===== config.mk =====
export PLATFORM = sky130hd
export DESIGN_NAME = sum_serial
export DESIGN_NICKNAME = d
export VERILOG_FILES = /design/src/rtl/sum_serial.sv
export SDC_FILE = /design/constraint.sdc
export NUM_CORES = 1
export LEC_CHECK = 0
export CAP_MARGIN = 20
export CORE_MARGIN = 4
export CORE_UTILIZATION = 30
export CTS_CLUSTER_SIZE = 25
export DETAILED_ROUTE_END_ITERATION = 8
export PLACE_DENSITY_LB_ADDON = 0.2
export REMOVE_ABC_BUFFERS = 1
export SETUP_SLACK_MARGIN = 0.4
export SLEW_MARGIN = 5
export SYNTH_ARGS = -nofsm -noshare
export SYNTH_HDL_FRONTEND = slang
export SYNTH_SLANG_ARGS = --single-unit

===== constraint.sdc =====
create_clock -name clk -period 3.84 [get_ports clk]
set_clock_uncertainty 0.05 [all_clocks]
set_input_delay 0.384 -clock clk [delete_from_list [all_inputs] [get_ports clk]]
set_output_delay 0.384 -clock clk [all_outputs]
set_load 0.03 [all_outputs]

===== src/rtl/sum_serial.sv =====
// Chunk-serial adder/subtractor: adds CHUNK bits per clock and rips the carry
// between chunks, so a WIDTH-bit result appears NCH = WIDTH/CHUNK cycles after start.
module sum_serial #(
    parameter int WIDTH = 16,
    parameter int CHUNK = 4
) (
    input  logic             clk,
    input  logic             reset,
    input  logic             start,
    input  logic             sub,
    input  logic [WIDTH-1:0] A,
    input  logic [WIDTH-1:0] B,
    input  logic             c_in,
    output logic [WIDTH-1:0] S,
    output logic             c_out,
    output logic             ovf,
    output logic             busy,
    output logic             done
);

    localparam int NCH = WIDTH / CHUNK;
    localparam int KW  = (NCH > 1) ? $clog2(NCH) : 1;
    localparam logic [KW-1:0] K_LAST = KW'(NCH - 1);

    typedef enum logic [1:0] {
        IDLE = 2'd0,
        RUN  = 2'd1,
        DONE = 2'd2
    } state_t;

    state_t           state_q, state_d;
    logic [WIDTH-1:0] a_q, a_d;
    logic [WIDTH-1:0] b_q, b_d;
    logic [WIDTH-1:0] res_q, res_d;
    logic             carry_q, carry_d;
    logic [KW-1:0]    k_q, k_d;
    logic [WIDTH-1:0] s_q, s_d;
    logic             c_out_q, c_out_d;
    logic             ovf_q, ovf_d;

    logic [CHUNK-1:0] a_ch;
    logic [CHUNK-1:0] b_ch;
    logic [CHUNK:0]   sum_ch;
    logic             cin_msb;
    int unsigned      base;

    // Current chunk slice and its CHUNK-bit add with the running carry.
    always_comb begin
        base    = 32'(k_q) * CHUNK;
        a_ch    = a_q[base +: CHUNK];
        b_ch    = b_q[base +: CHUNK];
        sum_ch  = {1'b0, a_ch} + {1'b0, b_ch} + {{CHUNK{1'b0}}, carry_q};
        // Carry into the chunk MSB recovered from the MSB sum bit and its operands.
        cin_msb = sum_ch[CHUNK-1] ^ a_ch[CHUNK-1] ^ b_ch[CHUNK-1];
    end

    always_comb begin
        state_d = state_q;
        a_d     = a_q;
        b_d     = b_q;
        res_d   = res_q;
        carry_d = carry_q;
        k_d     = k_q;
        s_d     = s_q;
        c_out_d = c_out_q;
        ovf_d   = ovf_q;

        case (state_q)
            IDLE, DONE: begin
                state_d = IDLE;
                if (start) begin
                    // Subtraction is A + ~B + ~borrow_in.
                    state_d = RUN;
                    a_d     = A;
                    b_d     = sub ? ~B : B;
                    carry_d = sub ? ~c_in : c_in;
                    k_d     = '0;
                end
            end
            RUN: begin
                res_d[base +: CHUNK] = sum_ch[CHUNK-1:0];
                carry_d              = sum_ch[CHUNK];
                k_d                  = k_q + KW'(1);
                if (k_q == K_LAST) begin
                    state_d = DONE;
                    k_d     = '0;
                    s_d     = res_d;
                    c_out_d = sum_ch[CHUNK];
                    ovf_d   = cin_msb ^ sum_ch[CHUNK];
                end
            end
            default: state_d = IDLE;
        endcase
    end

    always_ff @(posedge clk) begin
        if (reset) begin
            state_q <= IDLE;
            a_q     <= '0;
            b_q     <= '0;
            res_q   <= '0;
            carry_q <= 1'b0;
            k_q     <= '0;
            s_q     <= '0;
            c_out_q <= 1'b0;
            ovf_q   <= 1'b0;
        end else begin
            state_q <= state_d;
            a_q     <= a_d;
            b_q     <= b_d;
            res_q   <= res_d;
            carry_q <= carry_d;
            k_q     <= k_d;
            s_q     <= s_d;
            c_out_q <= c_out_d;
            ovf_q   <= ovf_d;
        end
    end

    assign S     = s_q;
    assign c_out = c_out_q;
    assign ovf   = ovf_q;
    assign busy  = (state_q == RUN);
    assign done  = (state_q == DONE);

endmodule

==> impl_metrics.toml, run 1 <==
[synthesis]
ys_warn_count = 0
ys_types = 29
synth.avg_cell_area_um2 = 9.33
synth_area_um2 = 3180
ys_seq_elements = 71
syn_inst = 341
ys_seq_area_share_pct = 44.7

[finish]
antennaDiodeCount = 0
area_growth_pct = 27.2
fin_nets = 436
drive_gt1_share_pct = 8.91

[setup_path]
r2r_slack_ps = 650
setup.worst_path.start_class = "flip-flop"
required_ps = 4060
crit_path_top_delay_cell = "mux4_2"
slowest_delay_ps = 560
cp.arrival_ps = 3410
worstPathMaxFanout = 6
criticalPathCategory = "flip-flop to flip-flop"
end_kind = "flip-flop"
path_common_cell = "fa_1"
crit_chain = "mux4_2, fa_1, fa_1, a21o_1, a21oi_1, xnor3_1, xnor2_1, a211oi_2"

[sta]
slew_headroom_pct = 39.9
final-setup-viol-count = 0
rsz0062_at_grt = "no"
setup_ws_ps = 650
worstMarginPinSlew_ps = 899
slew_viol_final = 0
timing.final.hold_violations = 0
post-route-period-util_pct = 83.1
max_freq_mhz = 313
final.setup.tns_ps = 0
min_period_ps = 3190

[clocking]
cts_made_buffers = 9
holdBufCountCts = 0
clock_latency_ps = 340
postCtsSetupRepairBufs = 0
root_buffer = "clkbuf_8"
clock-sinks = 71
clk_pin_slew_worst_paths_ps = 70
clock_path_buffers = 2
h-tree-depth = 3
cts_tree = "built"
post_cts_resized = 0

[floorplan]
die_area_um2 = 12300
die_w_um = 111
start_util_pct = 30.8
ioPinCount = 57
die_height_um = 111
row_count = 37
core_um2 = 10300

[routing]
drtIter0Drc = 90
wl_mm = 7.29
drcViolationCount = 0
avgRoutedWirePerCell_um = 13.8
via_per_inst = 4.83
firstDrtPassIters = 4
vias = 2557
antenna_left = 0

[global_route]
grt_usage_pct = 11.9
grt_max_degree = 40
grt_pass1_vias = 2459
grt-ovfl-total = 0
grt_pass1_wl_mm = 12.1
antenna_found_initial = 0

[placement]
gp_congestion = 0.784
place_ws_ps = 642
hpwl_mm = 5.11
io_buffer_count = 56

[hold_path]
hp-class = "flip-flop to flip-flop"

[run_status]
status = "finished clean"

[power]
power_density_nw_per_um2 = 404
leakagePower_nw = 1.45
ir_drop_v = 0.000157

[flow_run]
cap_violations = 0
## sequential cells by signal (all words and copies together) (netlist names)
register  cells
c_out         1
S            16
res_q        16
k_q           2
state_q       2
a_q          16
ovf           1
carry_q       1
b_q          16
## cell type report
type	instances	area, µm²
timing repair buffer	62	601
clock buffer	12	145
fill	1069	6280
clock inverter	4	45.0
multi-input combinational	238	1640
inverter	6	22.5
sequential	71	1420
tap	136	170
## per-stage QoR
step | cells | utilization [%] | hold WS (ps) | power [W] | instance area, µm²
2_1_floorplan | 315 | - | 377 | 0.000961 | 3080
3_3_place_gp | 513 | 37.4 | 393 | 0.00107 | 3860
3_5_place_dp | 513 | 37.4 | 397 | 0.00107 | 3860
4_1_cts | 529 | 39.2 | 408 | 0.00166 | 4050
5_1_grt | 529 | 39.2 | 428 | 0.00172 | 4050
6_report | 529 | 39.2 | 404 | 0.00163 | 4050
## per-layer routing
metal	track usage, %	up-vias	part of all wire (%)
li1	-	1314	-
met1	15.2	1178	47
met2	19.3	57	47
met3	3.17	8	4.4
met4	4.68	0	1.5
met5	0	-	0
## cells in the mapped netlist
| cell type | count | area share, % |
|---|---|---|
| dfxtp_1 | 71 | 45 |
| nor2_1 | 57 | 6.7 |
| nand2_1 | 38 | 4.5 |
| a21oi_1 | 21 | 3.3 |
| clkbuf_1 | 19 | 2.2 |
| a211oi_1 | 18 | 4.2 |
| xnor2_1 | 18 | 5.0 |
| a221oi_1 | 16 | 4.4 |
| nor3_1 | 16 | 2.5 |
| a32oi_1 | 12 | 3.3 |
| ha_1 | 9 | 3.5 |
| mux4_2 | 7 | 5.0 |
| inv_1 | 6 | 0.71 |
| a22oi_1 | 5 | 1.2 |
| buf_2 | 4 | 0.63 |
| buf_1 | 3 | 0.35 |
| nor2b_1 | 3 | 0.59 |
| nor4b_2 | 3 | 1.4 |
| a21o_1 | 2 | 0.47 |
| and2_1 | 2 | 0.39 |
| fa_1 | 2 | 1.3 |
| nand2b_1 | 2 | 0.39 |
| a211oi_2 | 1 | 0.39 |
| mux4_1 | 1 | 0.83 |
| nor4_2 | 1 | 0.39 |
| o21ai_0 | 1 | 0.16 |
| xnor2_2 | 1 | 0.51 |
| xnor3_1 | 1 | 0.71 |
| xor2_1 | 1 | 0.28 |
## power by group
group,leakage (nW),internal [W],switching (W)
combinational,0.774,0.000121,0.000145
sequential,0.579,0.000768,0.0000204
clock,0.100,0.000315,0.000265
## worst paths after layout
check / depth (start not counted) / from / endpoint
setup reg to reg: 8 / k_q[0] / ovf
setup / recovery: 8 / k_q[0] / ovf
hold / removal: 2 / a_q[12] / a_q[12]
hold reg to reg: 2 / a_q[12] / a_q[12]
## layout by cell type (no fill, tap or decap), drive strengths merged, types with 6 or more instances in the layout
cell / n
dfxtp: 71
inv: 6
mux4: 8
ha: 9
nor3: 16
buf: 7
xnor2: 19
nor2: 57
nand2: 38
a211oi: 19
clkdlybuf4s50: 55
a221oi: 16
a32oi: 12
clkbuf: 12
a21oi: 21
## kinds of logic after synthesis
logic type	Yosys count	share of synthesized area, %
AOI/OAI and AO/OA	76	17.5
adders and majority gates	11	4.80
DFF	71	44.7
muxes	8	5.78
buffers and inverters	32	3.93
xor gates and xnor gates	21	6.45
and+or+nand+nor	122	16.9
## worst max-delay path, delay by kind of cell, from the launching register on
kind / cells / cell delay, ps
AO/OA/AOI/OAI: 3 / 720
XOR/XNOR: 2 / 430
multiplexers: 1 / 560
adder cells (fa/ha/maj): 2 / 870
flip-flops: 1 / 490
Power figures use the tool's default switching activity.
==> run 2, diff against run 1 <==
==> constraint.sdc (replaced) <==
create_clock -name clk -period 2.6 [get_ports clk]
set_clock_uncertainty 0.05 [all_clocks]
set_input_delay 0.26 -clock clk [delete_from_list [all_inputs] [get_ports clk]]
set_output_delay 0.26 -clock clk [all_outputs]
set_load 0.03 [all_outputs]
==> impl_metrics.toml, run 2 (synthesis gave the netlist of run 1 again) <==
[finish]
antennaDiodeCount = 0
area_growth_pct = 39.1
drive_gt1_share_pct = 19.9
fin_nets = 455
fin_util_pct = 42.9
nFillCells = 1033
final_common_cell = "dfxtp_1"
final_cell_mix = "dfxtp_1, nor2_1, clkdlybuf4s50_1"

[sta]
final-setup-viol-count = 11
rsz0062_at_grt = "yes"
min_period_ps = 2660
post-route-period-util_pct = 102
max_freq_mhz = 376
slew_viol_final = 0
setup_ws_ps = -61.3
worstMarginPinSlew_ps = 763
slew_headroom_pct = 49.0
timing.final.hold_violations = 0

[floorplan]
die_area_um2 = 12300
die_height_um = 111
core_um2 = 10300
row_count = 37
start_util_pct = 30.8
ioPinCount = 57
die_w_um = 111

[clocking]
h-tree-depth = 3
cts_made_buffers = 9
clk_pin_slew_worst_paths_ps = 70
clock-sinks = 71
clock_path_buffers = 2
root_buffer = "clkbuf_8"
holdBufCountCts = 0
clock_latency_ps = 340
cts_tree = "built"

[global_route]
grt_pass1_wl_mm = 12.8
grt_usage_pct = 12.6
grt_max_degree = 42
antenna_found_initial = 0
grt-ovfl-total = 0
grt_pass1_vias = 2607

[power]
ir_drop_v = 0.000242
power_density_nw_per_um2 = 579
leakagePower_nw = 1.63

[placement]
hpwl_mm = 5.34
gp_congestion = 0.794
place_ws_ps = -354
io_buffer_count = 56

[flow_run]
cap_violations = 0

[setup_path]
required_ps = 2820
criticalPathCategory = "flip-flop to flip-flop"
setup.worst_path.start_class = "flip-flop"
cp.arrival_ps = 2880
end_kind = "flip-flop"
worstPathMaxFanout = 4

[routing]
avgRoutedWirePerCell_um = 13.9
antenna_left = 0
via_per_inst = 4.87
wl_mm = 7.59
drtIter0Drc = 108
firstDrtPassIters = 6
drcViolationCount = 0
vias = 2667

[run_status]
violations = "negative setup slack"
status = "complete, but fails checks"

[hold_path]
hp-class = "primary input to flip-flop"
## run 2: cell count changes in the layout (fill, tap and decap cells not counted), moves of 3 or more
cell / previous run / this run
a22oi_1: 5 / 1
buf_4: 6 / 19
a22oi_2: 0 / 4
buf_6: 0 / 3
a221oi_1: 16 / 7
a221oi_2: 0 / 9
## run 2: metal layers
metal	GRT usage [%]	part of all wire [%]	routed length [µm]	vias up
met5	0	0	0	-
met4	3.78	1.2	94	0
met3	3.06	4.1	311	8
met2	21.2	48	3640	57
met1	16.1	47	3540	1240
li1	-	-	-	1362
## run 2: critical path, cell delays in order (launching register included)
cell and delay [ps]:
dfxtp_4 370, mux4_2 520, fa_2 400, fa_2 370
a21o_1 170, a21oi_2 150, xnor3_1 240, xnor2_1 150
a211oi_2 170
## run 2: final timing paths
path / slack [ps] / cells past startpoint / start / end
setup / recovery: -60 / 8 / k_q[0] / ovf
hold / removal: 380 / 2 / reset / k_q[0]
setup reg to reg: -60 / 8 / k_q[0] / ovf
hold reg to reg: 410 / 2 / a_q[3] / a_q[3]
## run 2: metrics by stage
| step | cell area [µm²] | power [W] | std cells | hold WS (ps) | setup TNS, ps |
|---|---|---|---|---|---|
| floorplan | 3080 | 0.00142 | 315 | 275 | -6010 |
| global placement | 3970 | 0.00161 | 525 | 392 | -1920 |
| detailed placement | 3970 | 0.00162 | 525 | 399 | -2900 |
| CTS | 4370 | 0.00259 | 545 | 370 | -404 |
| global route | 4430 | 0.00269 | 548 | 411 | -1830 |
| finish | 4430 | 0.00256 | 548 | 379 | -303 |
## run 2: final cells by class
| type | count | area, µm² | share of cell area [%] |
|---|---|---|---|
| Timing Repair Buffer | 80 | 771 | 17.4 |
| Multi-Input combinational cell | 239 | 1830 | 41.3 |
| Inverter | 6 | 26.3 | 0.594 |
| Clock inverter | 5 | 56.3 | 1.27 |
| Tap cell | 136 | 170 | 3.84 |
| Clock buffer | 11 | 151 | 3.42 |
| Sequential cell | 71 | 1430 | 32.2 |
## run 2: report_power, final
part	internal [W]	switching, W
Combinational	0.000239	0.000262
Sequential	0.00113	0.0000275
Clock	0.000494	0.000408
Total	0.00187	0.000698
## run 2: timing repair
item                       4_1_cts  5_1_grt
gates resized for setup         31        8
pin swaps                       21       10
setup endpoints to repair       33       31
hold endpoints to repair         0        0
setup buffers                    3        3
gates cloned                     1        0
